<file path="src/rtl/div5_pkg.sv">
// Shared types and width derivations for the divide-by-5 sequencing controller.
package div5_pkg;

  typedef enum logic [1:0] {
    ST_IDLE  = 2'd0,
    ST_ACCUM = 2'd1,
    ST_FOLD  = 2'd2,
    ST_DONE  = 2'd3
  } state_e;

  // Two fold cycles always suffice arithmetically; the limit is a safety net.
  localparam logic [1:0] FOLD_MAX = 2'd2;

  function automatic int nibbles_f(input int bit_width);
    return bit_width / 4;
  endfunction

  function automatic int cw_f(input int bit_width);
    return $clog2((bit_width / 4) + 1);
  endfunction

endpackage

</file>
<file path="src/rtl/div5_seq_ctrl_if.sv">
// Handshake and datapath-control bundle between the controller and its neighbours.
interface div5_seq_ctrl_if
  import div5_pkg::*;
#(
  parameter int BIT_WIDTH = 32
) ();

  localparam int CW = cw_f(BIT_WIDTH);

  logic          in_val;
  logic          in_rdy;
  logic          all_z;
  logic          carry;
  logic          in_sel;
  logic          acc_sel;
  logic          c_sel;
  logic          shift_en;
  logic          fold_en;
  logic          out_val;
  logic          out_rdy;
  logic          busy;
  logic [CW-1:0] nib_cnt;

  modport master (
    output in_val, all_z, carry, out_rdy,
    input  in_rdy, in_sel, acc_sel, c_sel, shift_en, fold_en, out_val, busy, nib_cnt
  );

  modport slave (
    input  in_val, all_z, carry, out_rdy,
    output in_rdy, in_sel, acc_sel, c_sel, shift_en, fold_en, out_val, busy, nib_cnt
  );

endinterface

</file>
<file path="src/rtl/div5_nib_counter.sv">
// Saturating nibble counter with synchronous clear (clear wins over enable).
module div5_nib_counter #(
  parameter int MAX = 8,
  parameter int CW  = 4
) (
  input  logic          clk,
  input  logic          rst,
  input  logic          clr,
  input  logic          en,
  output logic [CW-1:0] cnt
);

  logic [CW-1:0] cnt_r;

  // Count register: never wraps past MAX
  always_ff @(posedge clk or negedge rst) begin
    if (!rst) begin
      cnt_r <= {CW{1'b0}};
    end else if (clr) begin
      cnt_r <= {CW{1'b0}};
    end else if (en && (cnt_r < CW'(MAX))) begin
      cnt_r <= cnt_r + CW'(1);
    end else begin
      cnt_r <= cnt_r;
    end
  end

  assign cnt = cnt_r;

endmodule

</file>
<file path="src/rtl/div5_seq_ctrl.sv">
// Sequencing controller for a nibble-serial divisible-by-5 datapath:
// accepts an operand, walks its nibbles, folds the end-around carry, presents the result.
module div5_seq_ctrl
  import div5_pkg::*;
#(
  parameter int BIT_WIDTH = 32
) (
  input  logic           clk,
  input  logic           rst,
  div5_seq_ctrl_if.slave bus
);

  localparam int NIBBLES = nibbles_f(BIT_WIDTH);
  localparam int CW      = cw_f(BIT_WIDTH);

  if (((BIT_WIDTH % 4) != 0) || (BIT_WIDTH < 8)) begin : g_bad_width
    $error("div5_seq_ctrl: BIT_WIDTH must be a multiple of 4 and at least 8");
  end

  state_e        state_r;
  state_e        state_s;
  logic [1:0]    fold_cnt_r;
  logic [1:0]    fold_cnt_s;
  logic [CW-1:0] cnt_s;
  logic          hs_s;
  logic          last_nib_s;

  logic in_rdy_r;
  logic acc_sel_r;
  logic c_sel_r;
  logic shift_en_r;
  logic fold_en_r;
  logic out_val_r;
  logic busy_r;

  assign hs_s       = bus.in_val & in_rdy_r;
  assign last_nib_s = (cnt_s == CW'(NIBBLES - 1));

  div5_nib_counter #(
    .MAX (NIBBLES),
    .CW  (CW)
  ) u_nib_counter (
    .clk (clk),
    .rst (rst),
    .clr (hs_s),
    .en  (state_r == ST_ACCUM),
    .cnt (cnt_s)
  );

  // State and fold-count registers
  always_ff @(posedge clk or negedge rst) begin
    if (!rst) begin
      state_r    <= ST_IDLE;
      fold_cnt_r <= 2'd0;
    end else begin
      state_r    <= state_s;
      fold_cnt_r <= fold_cnt_s;
    end
  end

  // Next-state logic
  always_comb begin
    state_s    = state_r;
    fold_cnt_s = fold_cnt_r;
    case (state_r)
      ST_IDLE: begin
        fold_cnt_s = 2'd0;
        if (hs_s) state_s = ST_ACCUM;
        else      state_s = ST_IDLE;
      end
      ST_ACCUM: begin
        if (bus.all_z || last_nib_s) state_s = ST_FOLD;
        else                         state_s = ST_ACCUM;
      end
      ST_FOLD: begin
        // A carry may extend the fold once; a third cycle is cut off
        if (bus.carry && (fold_cnt_r < (FOLD_MAX - 2'd1))) begin
          state_s    = ST_FOLD;
          fold_cnt_s = fold_cnt_r + 2'd1;
        end else begin
          state_s    = ST_DONE;
          fold_cnt_s = 2'd0;
        end
      end
      ST_DONE: begin
        if (bus.out_rdy) state_s = ST_IDLE;
        else             state_s = ST_DONE;
      end
      default: begin
        state_s    = ST_IDLE;
        fold_cnt_s = 2'd0;
      end
    endcase
  end

  // Output registers decoded from the upcoming state, so each tracks state_r exactly
  always_ff @(posedge clk or negedge rst) begin
    if (!rst) begin
      in_rdy_r   <= 1'b0;
      acc_sel_r  <= 1'b0;
      c_sel_r    <= 1'b0;
      shift_en_r <= 1'b0;
      fold_en_r  <= 1'b0;
      out_val_r  <= 1'b0;
      busy_r     <= 1'b0;
    end else begin
      in_rdy_r   <= (state_s == ST_IDLE);
      acc_sel_r  <= (state_s == ST_ACCUM) || (state_s == ST_FOLD);
      c_sel_r    <= (state_s == ST_ACCUM) || (state_s == ST_FOLD);
      shift_en_r <= (state_s == ST_ACCUM);
      fold_en_r  <= (state_s == ST_FOLD);
      out_val_r  <= (state_s == ST_DONE);
      busy_r     <= (state_s != ST_IDLE);
    end
  end

  assign bus.in_rdy   = in_rdy_r;
  assign bus.in_sel   = hs_s;
  assign bus.acc_sel  = acc_sel_r;
  assign bus.c_sel    = c_sel_r;
  assign bus.shift_en = shift_en_r;
  assign bus.fold_en  = fold_en_r;
  assign bus.out_val  = out_val_r;
  assign bus.busy     = busy_r;
  assign bus.nib_cnt  = cnt_s;

endmodule

</file>
<file path="src/flat_wrapper.sv">
// flat-port wrapper written by rule: the top's interface ports become plain ports
module div5_seq_ctrl_flat import div5_pkg::*;
#(
  parameter int BIT_WIDTH = 32
)
  (clk, rst, bus_in_val, bus_all_z, bus_carry, bus_out_rdy, bus_in_rdy, bus_in_sel, bus_acc_sel, bus_c_sel, bus_shift_en, bus_fold_en, bus_out_val, bus_busy, bus_nib_cnt);
  div5_seq_ctrl_if #(.BIT_WIDTH(BIT_WIDTH)) bus_i ();
  input  logic clk;
  input  logic rst;
  input wire logic [$bits(bus_i.in_val)-1:0] bus_in_val;
  input wire logic [$bits(bus_i.all_z)-1:0] bus_all_z;
  input wire logic [$bits(bus_i.carry)-1:0] bus_carry;
  input wire logic [$bits(bus_i.out_rdy)-1:0] bus_out_rdy;
  output wire logic [$bits(bus_i.in_rdy)-1:0] bus_in_rdy;
  output wire logic [$bits(bus_i.in_sel)-1:0] bus_in_sel;
  output wire logic [$bits(bus_i.acc_sel)-1:0] bus_acc_sel;
  output wire logic [$bits(bus_i.c_sel)-1:0] bus_c_sel;
  output wire logic [$bits(bus_i.shift_en)-1:0] bus_shift_en;
  output wire logic [$bits(bus_i.fold_en)-1:0] bus_fold_en;
  output wire logic [$bits(bus_i.out_val)-1:0] bus_out_val;
  output wire logic [$bits(bus_i.busy)-1:0] bus_busy;
  output wire logic [$bits(bus_i.nib_cnt)-1:0] bus_nib_cnt;
  assign bus_i.in_val = bus_in_val;
  assign bus_i.all_z = bus_all_z;
  assign bus_i.carry = bus_carry;
  assign bus_i.out_rdy = bus_out_rdy;
  assign bus_in_rdy = bus_i.in_rdy;
  assign bus_in_sel = bus_i.in_sel;
  assign bus_acc_sel = bus_i.acc_sel;
  assign bus_c_sel = bus_i.c_sel;
  assign bus_shift_en = bus_i.shift_en;
  assign bus_fold_en = bus_i.fold_en;
  assign bus_out_val = bus_i.out_val;
  assign bus_busy = bus_i.busy;
  assign bus_nib_cnt = bus_i.nib_cnt;
  div5_seq_ctrl #(.BIT_WIDTH(BIT_WIDTH)) u_core (.clk(clk), .rst(rst), .bus(bus_i));
endmodule
</file>
<file path="config.mk">
export PLATFORM = sky130hd
export DESIGN_NAME = div5_seq_ctrl_flat
export DESIGN_NICKNAME = d
export VERILOG_FILES = /design/src/rtl/div5_pkg.sv /design/src/rtl/div5_seq_ctrl_if.sv /design/src/rtl/div5_nib_counter.sv /design/src/rtl/div5_seq_ctrl.sv /design/src/flat_wrapper.sv
export SDC_FILE = /design/constraint.sdc
export NUM_CORES = 1
export LEC_CHECK = 0
export ABC_AREA = 1
export CORE_MARGIN = 1.5
export CORE_UTILIZATION = 44
export CTS_BUF_LIST = sky130_fd_sc_hd__clkbuf_4 sky130_fd_sc_hd__clkbuf_8
export DETAILED_ROUTE_END_ITERATION = 6
export PLACE_DENSITY = 0.76
export RECOVER_POWER = 50
export SKIP_LAST_GASP = 1
export SYNTH_ARGS = -nofsm -noshare
export SYNTH_HDL_FRONTEND = slang
export SYNTH_SLANG_ARGS = --single-unit
</file>
<file path="constraint.sdc">
create_clock -name clk -period 1.4 [get_ports clk]
set_clock_uncertainty 0.05 [all_clocks]
set_input_delay 0.14 -clock clk [delete_from_list [all_inputs] [get_ports clk]]
set_output_delay 0.14 -clock clk [all_outputs]
set_load 0.01 [all_outputs]
</file>
# == Word-level counts from Yosys, hierarchy flattened ==
# Index checks and enable logic that the tools add are counted.
# totals
elab_cells,39
output_inout_bits,12
register_bits,14
# classes
muxes,9
reduce_logical,9
magnitude_cmp,2
eq_ne,7
bitwise,1
add_sub_neg,2
# ops
op,n
$eq 2x2->1 const B,4
$mux 4,2
$pmux 2 s4,1
$mux 2,3
$reduce_bool 2->1,3
$add 4x1->4 const B,1
$eq 2x1->1 const B,2
$eq 4x3->1 const B,1
$logic_not 2->1,2
$lt 4x4->1 const B,1
$pmux 2 s2,1
$add 2x1->2 const B,1
$logic_and 1x1->1,2
$logic_or 1x1->1,2
$lt 2x1->1 const B,1
$mux 1,2
$and 1x1->1,1

# == Longest topological paths before layout ==
# Gate-level depths: netlist (run 1).
# logic_depth
word_depth,6
ltp_mapped,10
depth_no_buf,10

# == Modules after synthesis ==
# From an unflattened synthesis (run 1), not the netlist that was laid out.
# hier_totals
cells_unflattened,86
hier_area_um2,716.9
# by_module_without_submodules
mod,cells_each,seq_area_each_um2,area_per_inst_um2,instances
div5_seq_ctrl,57,250.2,500.5,1
div5_nib_counter,29,100.1,216.5,1

# == Least setup slack after synthesis (run 1) ==
# No wires, ideal clock.
# synth_path
path_kind,reg-to-reg
startpoint,register u_core.u_nib_counter.cnt_r[0] (netlist: u_core.u_nib_counter.cnt[0])
endpoint,register u_core.acc_sel_r (netlist: u_core.bus.acc_sel)
period_less_slack_ps,1445
setup_time_ps,126
setup_slack_ps,-45
arrival_time_ps,1269
stages_incl_launch_ff,8
n_path_buf,0
path_cell_list,dfrtp_1 -> ha_1 -> nand3_1 -> nand2_1 -> nand2_1 -> nand2_1 -> inv_1 -> ha_1
# synth_between
elab_chain_len,6
elab_cells_between_ends,7
# synth_rtl
item,line_no,source
start: declaration,div5_nib_counter.sv:13,logic [CW-1:0] cnt_r;
start signal: assignment,div5_nib_counter.sv:18,cnt_r <= {CW{1'b0}};
start signal: assignment,div5_nib_counter.sv:20,cnt_r <= {CW{1'b0}};
start signal: assignment,div5_nib_counter.sv:22,cnt_r <= cnt_r + CW'(1);
$eq 4x3->1 (*),div5_seq_ctrl.sv:37,assign last_nib_s = (cnt_s == CW'(NIBBLES - 1));
$logic_or 1x1->1 (*),div5_seq_ctrl.sv:72,if (bus.all_z || last_nib_s) state_s = ST_FOLD;
$mux 2 (*),div5_seq_ctrl.sv:72,
$pmux 2 s4 (*),div5_seq_ctrl.sv:65,case (state_r)
named net u_core.state_s[1],div5_seq_ctrl.sv:21,state_e state_s;
$eq 2x1->1 or $eq 2x2->1 (tied branches),div5_seq_ctrl.sv:108,acc_sel_r <= (state_s == ST_ACCUM) || (state_s == ST_FOLD);
$logic_or 1x1->1 (*),div5_seq_ctrl.sv:108,
end signal: assignment,div5_seq_ctrl.sv:108,
end: declaration,div5_seq_ctrl.sv:29,logic acc_sel_r;
# The timed path passes the listed nets; every way through them passes the cells marked *.
# A chain may end at the register's enable or synchronous reset.

# == Worst setup path after layout (run 1) ==
# layout_path
startpoint,register u_core.fold_cnt_r[0]
endpoint,register u_core.acc_sel_r (netlist: u_core.bus.acc_sel)
# layout_between
elab_chain_len,6
elab_cells_between_ends,7
# layout_rtl
item,line_no,source
start: declaration,div5_seq_ctrl.sv:22,logic [1:0] fold_cnt_r;
start signal: assignment,div5_seq_ctrl.sv:57,fold_cnt_r <= fold_cnt_s;
$lt 2x1->1 (*),div5_seq_ctrl.sv:77,if (bus.carry && (fold_cnt_r < (FOLD_MAX - 2'd1))) begin
$logic_and 1x1->1 (*),div5_seq_ctrl.sv:77,
$mux 1 (*),div5_seq_ctrl.sv:77,
$pmux 2 s4 (*),div5_seq_ctrl.sv:65,
$eq 2x1->1 or $eq 2x2->1 (tied branches),div5_seq_ctrl.sv:108,
$logic_or 1x1->1 (*),div5_seq_ctrl.sv:108,
# Every way passes the cells marked *; elsewhere a longest branch is shown, timed or not.

==> summary.txt, run 1 <==
Peak VDD IR = 1.16 mV
Final HPWL DP = 1160 µm
1st-iter DRT viols = 6
# nets final = 126
final hold violations = 0
Clock Power Share = 10.4%
CTS tree = built
R2R depth = 9
worst path bufs/invs = 2
grt met3 use = 5.53%
CP endpoint kind = flop
Detailed Route WL = 1450 µm
DR vias/cell = 4.83
mapped cell area = 696 µm²
clock latency at the later pin of the worst-skew pair = 0.26 ns
Slew @ Worst Pin = 0.726 ns
Final Critical Period = 1.38 ns
reg2reg setup slack = 0.02 ns
core area = 1490 µm²
row count = 14
post-route cell area = 1010 µm²
combinational fraction of design power = 55.6%
worst path cell trace = inv_1 > ha_2 > nand2_2 > inv_2 > nand2_2 > nand2_1 > nand2_1 > nand2_2 > ha_4
number of port buffers = 17
fin util = 68.0%
pwr dens = 2000 nW/µm²
Tot Pwr = 2020 µW
FF-to-FF End = u_core.bus.acc_sel
antenna cells = 0
Max stage delay on crit path = 0.39 ns
WP data required = 1.51 ns
total grt overflow = 0
clock tree root driver cell = clkbuf_4
Seq pwr share = 34.0%
largest net degree at the start of global routing = 15
Pint = 1220 µW
Post-synth EDFFs = 0
layout cells sized above 1 = 27.9%
CP Max Fanout = 3
Worst slew margin = 51.6%
Max clock buf depth = 2
area of placed instances = 956 µm²
Post-synth top cells = 21 x nand2_1, 14 x dfrtp_1, 12 x inv_1
vias in the first global route = 603
fmax = 726 MHz
Pleak = 0.000539 µW
arrival time worst endpoint = 1.49 ns
outcome = complete, no violations
delay-heaviest family, CP = flip-flops
clk slew on worst S/H paths = 0.08 ns
total number of vias = 614
clk sinks = 14
drt pass-1 iters = 4
Worst path slowest cell = dfrtp_1
Tcrit/Tclk final = 98.4%
largest area contributor in the netlist = dfrtp_1
RSZ-0062 raised after global routing = yes
Crit Path Category = reg -> reg
syn avg cell area = 8.59 µm²
switching share of power = 39.8%
Setup violations, final = 0
Initial Utilization = 46.7%
DRT antenna net count = 0
r2r startpoint = u_core.fold_cnt_r[0]
Die Ht = 42.8 µm
HP Class = in -> async
cell with the most instances on the worst path = nand2_2
IO Count = 18
CTS Hold Bufs = 0
Slew Limit Fails = 0
met2 GRT Util = 29.7%
Yosys cell types = 14
die area = 1830 µm²
Worst setup SP type = flop
GRT Overall Usage = 16.9%
YS warnings = 0
Num CTS Buffers = 3
area delta synth->final = 45.5%
Mapped Nets = 94
synth top area cells = dfrtp_1 50%, ha_1 13%, nand2_1 11%
switching power = 804 µW
CTS H-Tree Depth = 1
number of remaining DRC errors = 0
initial antenna violation count = 0
GRT Max-Usage Layer = met2
post-synthesis async set-or-reset flop share = 100%
Main synth FF type = dfrtp_1
top-area cell type share of the netlist area = 50.4%
first-pass GRT wire length = 2370 µm
max-cap viol count = 0
register area share after synthesis = 50.4%
Avg WL per Cell = 11.4 µm
top-count cell post-synth = nand2_1
Yosys reg bits = 14
Die X = 42.8 µm
GRT met1 Usage = 20.2%
Syn Inst Count = 81
Placer Congestion = 0.819
[worst register-to-register path, stage by stage, from the launching register on]
cell and delay [ns]:
dfrtp_1 0.39, inv_1 0.06, ha_2 0.17, nand2_2 0.05, inv_2 0.07, nand2_2 0.06
nand2_1 0.06, nand2_1 0.06, nand2_2 0.11, ha_4 0.20
[registers in the layout, summed over array words and instances, names as in the netlist]
| name | count |
|---|---|
| u_core.bus.acc_sel | 1 |
| u_core.bus.busy | 1 |
| u_core.bus.fold_en | 1 |
| u_core.bus.in_rdy | 1 |
| u_core.bus.out_val | 1 |
| u_core.bus.shift_en | 1 |
| u_core.fold_cnt_r | 2 |
| u_core.state_r | 2 |
| u_core.u_nib_counter.cnt | 4 |
[timing repair]
action | CTS | global route
buffers inserted | 0 | 2
gates resized for setup | 10 | 6
endpoints found under the setup margin | 6 | 6
pin swaps | 4 | 3
[layer usage]
metal,up-vias,routed length [µm]
met5,-,0
met4,0,0
met3,0,80
met2,9,754
met1,293,617
li1,312,-
[area by class of cell]
class | count | area, µm²
multi-input cells | 53 | 327
flip-flops and latches | 14 | 352
clock buffers | 3 | 22.5
inverters | 13 | 48.8
well taps | 16 | 20.0
repair buffers | 28 | 243
fillers | 132 | 477
[how the worst max path moves through the flow]
stage,from,end,cells after the start,slack [ns]
final,u_core.fold_cnt_r[0],u_core.bus.acc_sel,9,0.02
after detailed placement,bus_in_val,bus_in_sel,4,-0.10
after global placement,bus_in_val,bus_in_sel,4,-0.07
after global routing,u_core.fold_cnt_r[0],u_core.bus.acc_sel,9,-0.05
after floorplan,u_core.u_nib_counter.cnt[0],u_core.bus.acc_sel,7,0.0008
after CTS,u_core.fold_cnt_r[0],u_core.bus.in_rdy,9,0.03
[layout by cell type (no fill, tap or decap), types with 2 or more instances in the layout]
cell type and instances:
nor2_1 7, nand2_2 4, buf_4 10, inv_2 5, dlygate4sd2_1 5, nor2_2 2
clkdlybuf4s50_1 11, nand3_2 2, dfrtp_1 13, clkbuf_4 3, inv_1 8, nand3_1 9
nand2_1 18, ha_2 3, ha_1 3
[power by group through the flow]
stage               logic [µW]  clock network, µW  registers [µW]
detailed placement        1060                  0             692
CTS                       1080                216             687
global placement          1010                  0             686
finish                    1120                210             688
global route              1250                235             706
floorplan                  483                  0             743
[stage by stage]
step | instances | setup TNS, ns | hold WS, ns | setup slack [ns]
floorplan | 81 | 0 | -0.206 | 0.000790
global placement | 122 | -0.135 | 0.415 | -0.0748
detailed placement | 122 | -0.270 | 0.415 | -0.100
CTS | 125 | 0 | 0.134 | 0.0306
global route | 127 | -0.0715 | 0.474 | -0.0500
finish | 127 | 0 | 0.390 | 0.0220
[kinds of logic after synthesis]
kind of cell | Yosys count | share of synthesized area (%)
compound gates | 3 | 2.16
fa+ha+maj | 7 | 12.6
buf+inv | 14 | 8.09
flops | 14 | 50.4
simple gates | 43 | 26.8
(Power assumes the default switching activity.)
==> run 2: changes to the inputs <==
- SKIP_LAST_GASP: 1 -> default
- SYNTH_HIERARCHICAL: default -> 1
==> summary.txt, run 2 <==
mapped cell area = 717 µm² (+3.1%)
pwr dens = 2030 nW/µm² (+1.7%)
Post-synth top cells = 21 x nand2_1, 15 x inv_1, 14 x dfrtp_1
Pint = 1250 µW (+2.4%)
synth top area cells = dfrtp_1 49%, ha_1 12%, nand2_1 11%
switching power = 838 µW (+4.3%)
outcome = complete, no violations
Worst setup SP type = flop
Crit Path Category = reg -> reg
clock tree root driver cell = clkbuf_4
number of remaining DRC errors = 0 (unchanged)
Worst slew margin = 49.9% (-1.7 points)
vias in the first global route = 573 (-5.0%)
arrival time worst endpoint = 1.51 ns (+0.02 ns)
max FFs per register = 4 (unchanged)
HP Class = in -> async
fillers = 131 (-0.76%)
Mapped Nets = 99 (+5.3%)
Tcrit/Tclk final = 99.6% (+1.2 points)
worst path cell trace = inv_1 > ha_2 > nand2_2 > inv_2 > nand3_2 > nand2_1 > nand2_1 > nand2_2 > ha_4
Final Critical Period = 1.39 ns (+0.0169 ns)
area delta synth->final = 43.3%
worst path bufs/invs = 2 (unchanged)
clk slew on worst S/H paths = 0.08 ns (about the same)
Seq pwr share = 32.2% (-1.8 points)
final hold violations = 0 (unchanged)
CP Max Fanout = 3 (unchanged)
hold_ws = 0.388 ns (-0.00222 ns)
most frequent cells in the layout = 19 x nand2_1, 14 x dfrtp_1, 12 x inv_1
CP endpoint kind = flop
CTS H-Tree Depth = 1 (unchanged)
die area = 1880 µm² (+2.8%)
delay-heaviest family, CP = flip-flops
placed cell count = 128 (+4.9%)
Worst path slowest cell = dfrtp_1
YS warnings = 6 (+6)
fin util = 67.4% (-0.58 points)
DRT antenna net count = 0 (unchanged)
Die Ht = 43.4 µm (+1.4%)
post-synthesis async set-or-reset flop share = 100% (unchanged)
Placer Congestion = 0.751 (-8.3%)
total grt overflow = 0 (unchanged)
Clock Power Share = 10.7% (+0.3 points)
commonest non-fill, non-tap cell in the layout = nand2_1
Detailed Route WL = 1370 µm (-5.7%)
Avg WL per Cell = 10.4 µm (-9.3%)
Num CTS Buffers = 3 (unchanged)
largest net degree at the start of global routing = 15 (unchanged)
Syn Inst Count = 86 (+6.2%)
Final HPWL DP = 1020 µm (-12%)
Setup violations, final = 0 (unchanged)
antenna cells = 0 (unchanged)
Peak VDD IR = 1.10 mV (-5.4%)
RSZ-0062 raised after global routing = yes
area of placed instances = 975 µm² (+2.0%)
register area share after synthesis = 48.9% (-1.5 points)
Pleak = 0.000547 µW (+1.5%)
1st-iter DRT viols = 4 (-2)
number of port buffers = 17 (unchanged)
layout cells sized above 1 = 25.9% (-2.1 points)
Max stage delay on crit path = 0.38 ns (about the same)
Slew Limit Fails = 0 (unchanged)
# nets final = 131 (+4.0%)
Slew @ Worst Pin = 0.751 ns (+0.0257 ns)
DR vias/cell = 4.59 (-5.0%)
total number of vias = 606 (-1.3%)
CTS tree = built
top-area cell type share of the netlist area = 48.9% (-1.5 points)
core area = 1520 µm² (+2.4%)
Yosys cell types = 16 (+2)
fmax = 717 MHz (-1.2%)
clk sinks = 14 (unchanged)
clock latency at the later pin of the worst-skew pair = 0.27 ns (about the same)
Main synth FF type = dfrtp_1
WP data required = 1.52 ns (about the same)
row count = 14 (unchanged)
final std cells w/o fill = 132 (+3.9%)
initial antenna violation count = 0 (unchanged)
Yosys reg bits = 14 (unchanged)
Initial Utilization = 47.0% (+0.32 points)
post-route cell area = 1030 µm² (+1.5%)
max-cap viol count = 0 (unchanged)
switching share of power = 40.2% (+0.44 points)
IO Count = 18 (unchanged)
drt pass-1 iters = 4 (unchanged)
largest area contributor in the netlist = dfrtp_1
Die X = 43.4 µm (+1.4%)
top-count cell post-synth = nand2_1
first-pass GRT wire length = 2300 µm (-2.6%)
GRT Overall Usage = 17.0% (+0.13 points)
combinational fraction of design power = 57.1% (+1.5 points)
Post-synth EDFFs = 0 (unchanged)
Max clock buf depth = 2 (unchanged)
syn avg cell area = 8.34 µm² (-2.9%)
[run 2: per-stage QoR]
step	setup WS, ns	TNS (ns)	power [µW]
after CTS	0.0169	0	2060
after floorplan	0.0230	0	1250
after global routing	-0.0611	-0.0821	2280
after detailed placement	-0.0759	-0.168	1790
final	0.00506	0	2090
after global placement	-0.0633	-0.101	1750
[run 2: cell families after synthesis]
kind of cell | after synthesis | synth area share (%)
and+or+nand+nor | 40 | 24.3
buffers and inverters | 20 | 11.0
DFF | 14 | 48.9
adders and majority gates | 7 | 12.2
AOI/OAI and AO/OA | 5 | 3.66
[run 2: routing by layer]
layer	GRT usage (%)	vias to the layer above	wire (µm)	share of wire, %
met5	0	-	0	0
met4	12.7	0	40	2.9
met3	3.75	4	51	3.7
met2	26.0	12	636	46
met1	21.1	272	640	47
li1	-	318	-	-
[run 2: timing repair]
action,4_1_cts,5_1_grt
buffers inserted,1,0
hold buffers,0,0
pin swaps,0,6
setup endpoints to repair,6,7
gates resized for setup,7,9
[run 2: final timing paths]
path,to,slack [ns],depth (start not counted),from
setup / recovery,u_core/bus.c_sel,0.005,9,u_core/fold_cnt_r[0]
hold / removal,u_core/bus.shift_en,0.39,2,rst
setup reg to reg,u_core/bus.c_sel,0.005,9,u_core/fold_cnt_r[0]
hold reg to reg,u_core/fold_cnt_r[1],0.49,2,u_core/fold_cnt_r[1]
max in group asynchronous,u_core/bus.fold_en,0.44,2,rst
min in group clk,u_core/fold_cnt_r[1],0.49,2,u_core/fold_cnt_r[1]
[run 2: final cells by class]
type | instances | area (µm²) | share of cell area, %
flip-flops and latches | 14 | 350 | 34.1
multi-input cells | 52 | 320 | 31.2
repair buffers | 28 | 243 | 23.6
inverters | 19 | 71.3 | 6.94
clock buffers | 3 | 22.5 | 2.19
well taps | 16 | 20.0 | 1.95
[run 2: worst register-to-register path, cell delays in order, from the launching register on]
cell and delay, ns:
dfrtp_1 0.38, inv_1 0.06, ha_2 0.16, nand2_2 0.05
inv_2 0.06, nand3_2 0.07, nand2_1 0.08, nand2_1 0.06
nand2_2 0.12, ha_4 0.21
[run 2: power groups by stage]
| stage | sequential, µW | combinational, µW | clock, µW |
|---|---|---|---|
| after detailed placement | 675 | 1120 | 0 |
| after global placement | 669 | 1090 | 0 |
| after floorplan | 751 | 499 | 0 |
| after CTS | 669 | 1170 | 228 |
| final | 672 | 1190 | 223 |
| after global routing | 691 | 1350 | 243 |
==> run 3: changes to the inputs <==
- SLEW_MARGIN: default -> 30
==> results of run 3 <==
Final layout, timing and power as in run 2 (identical DEF).
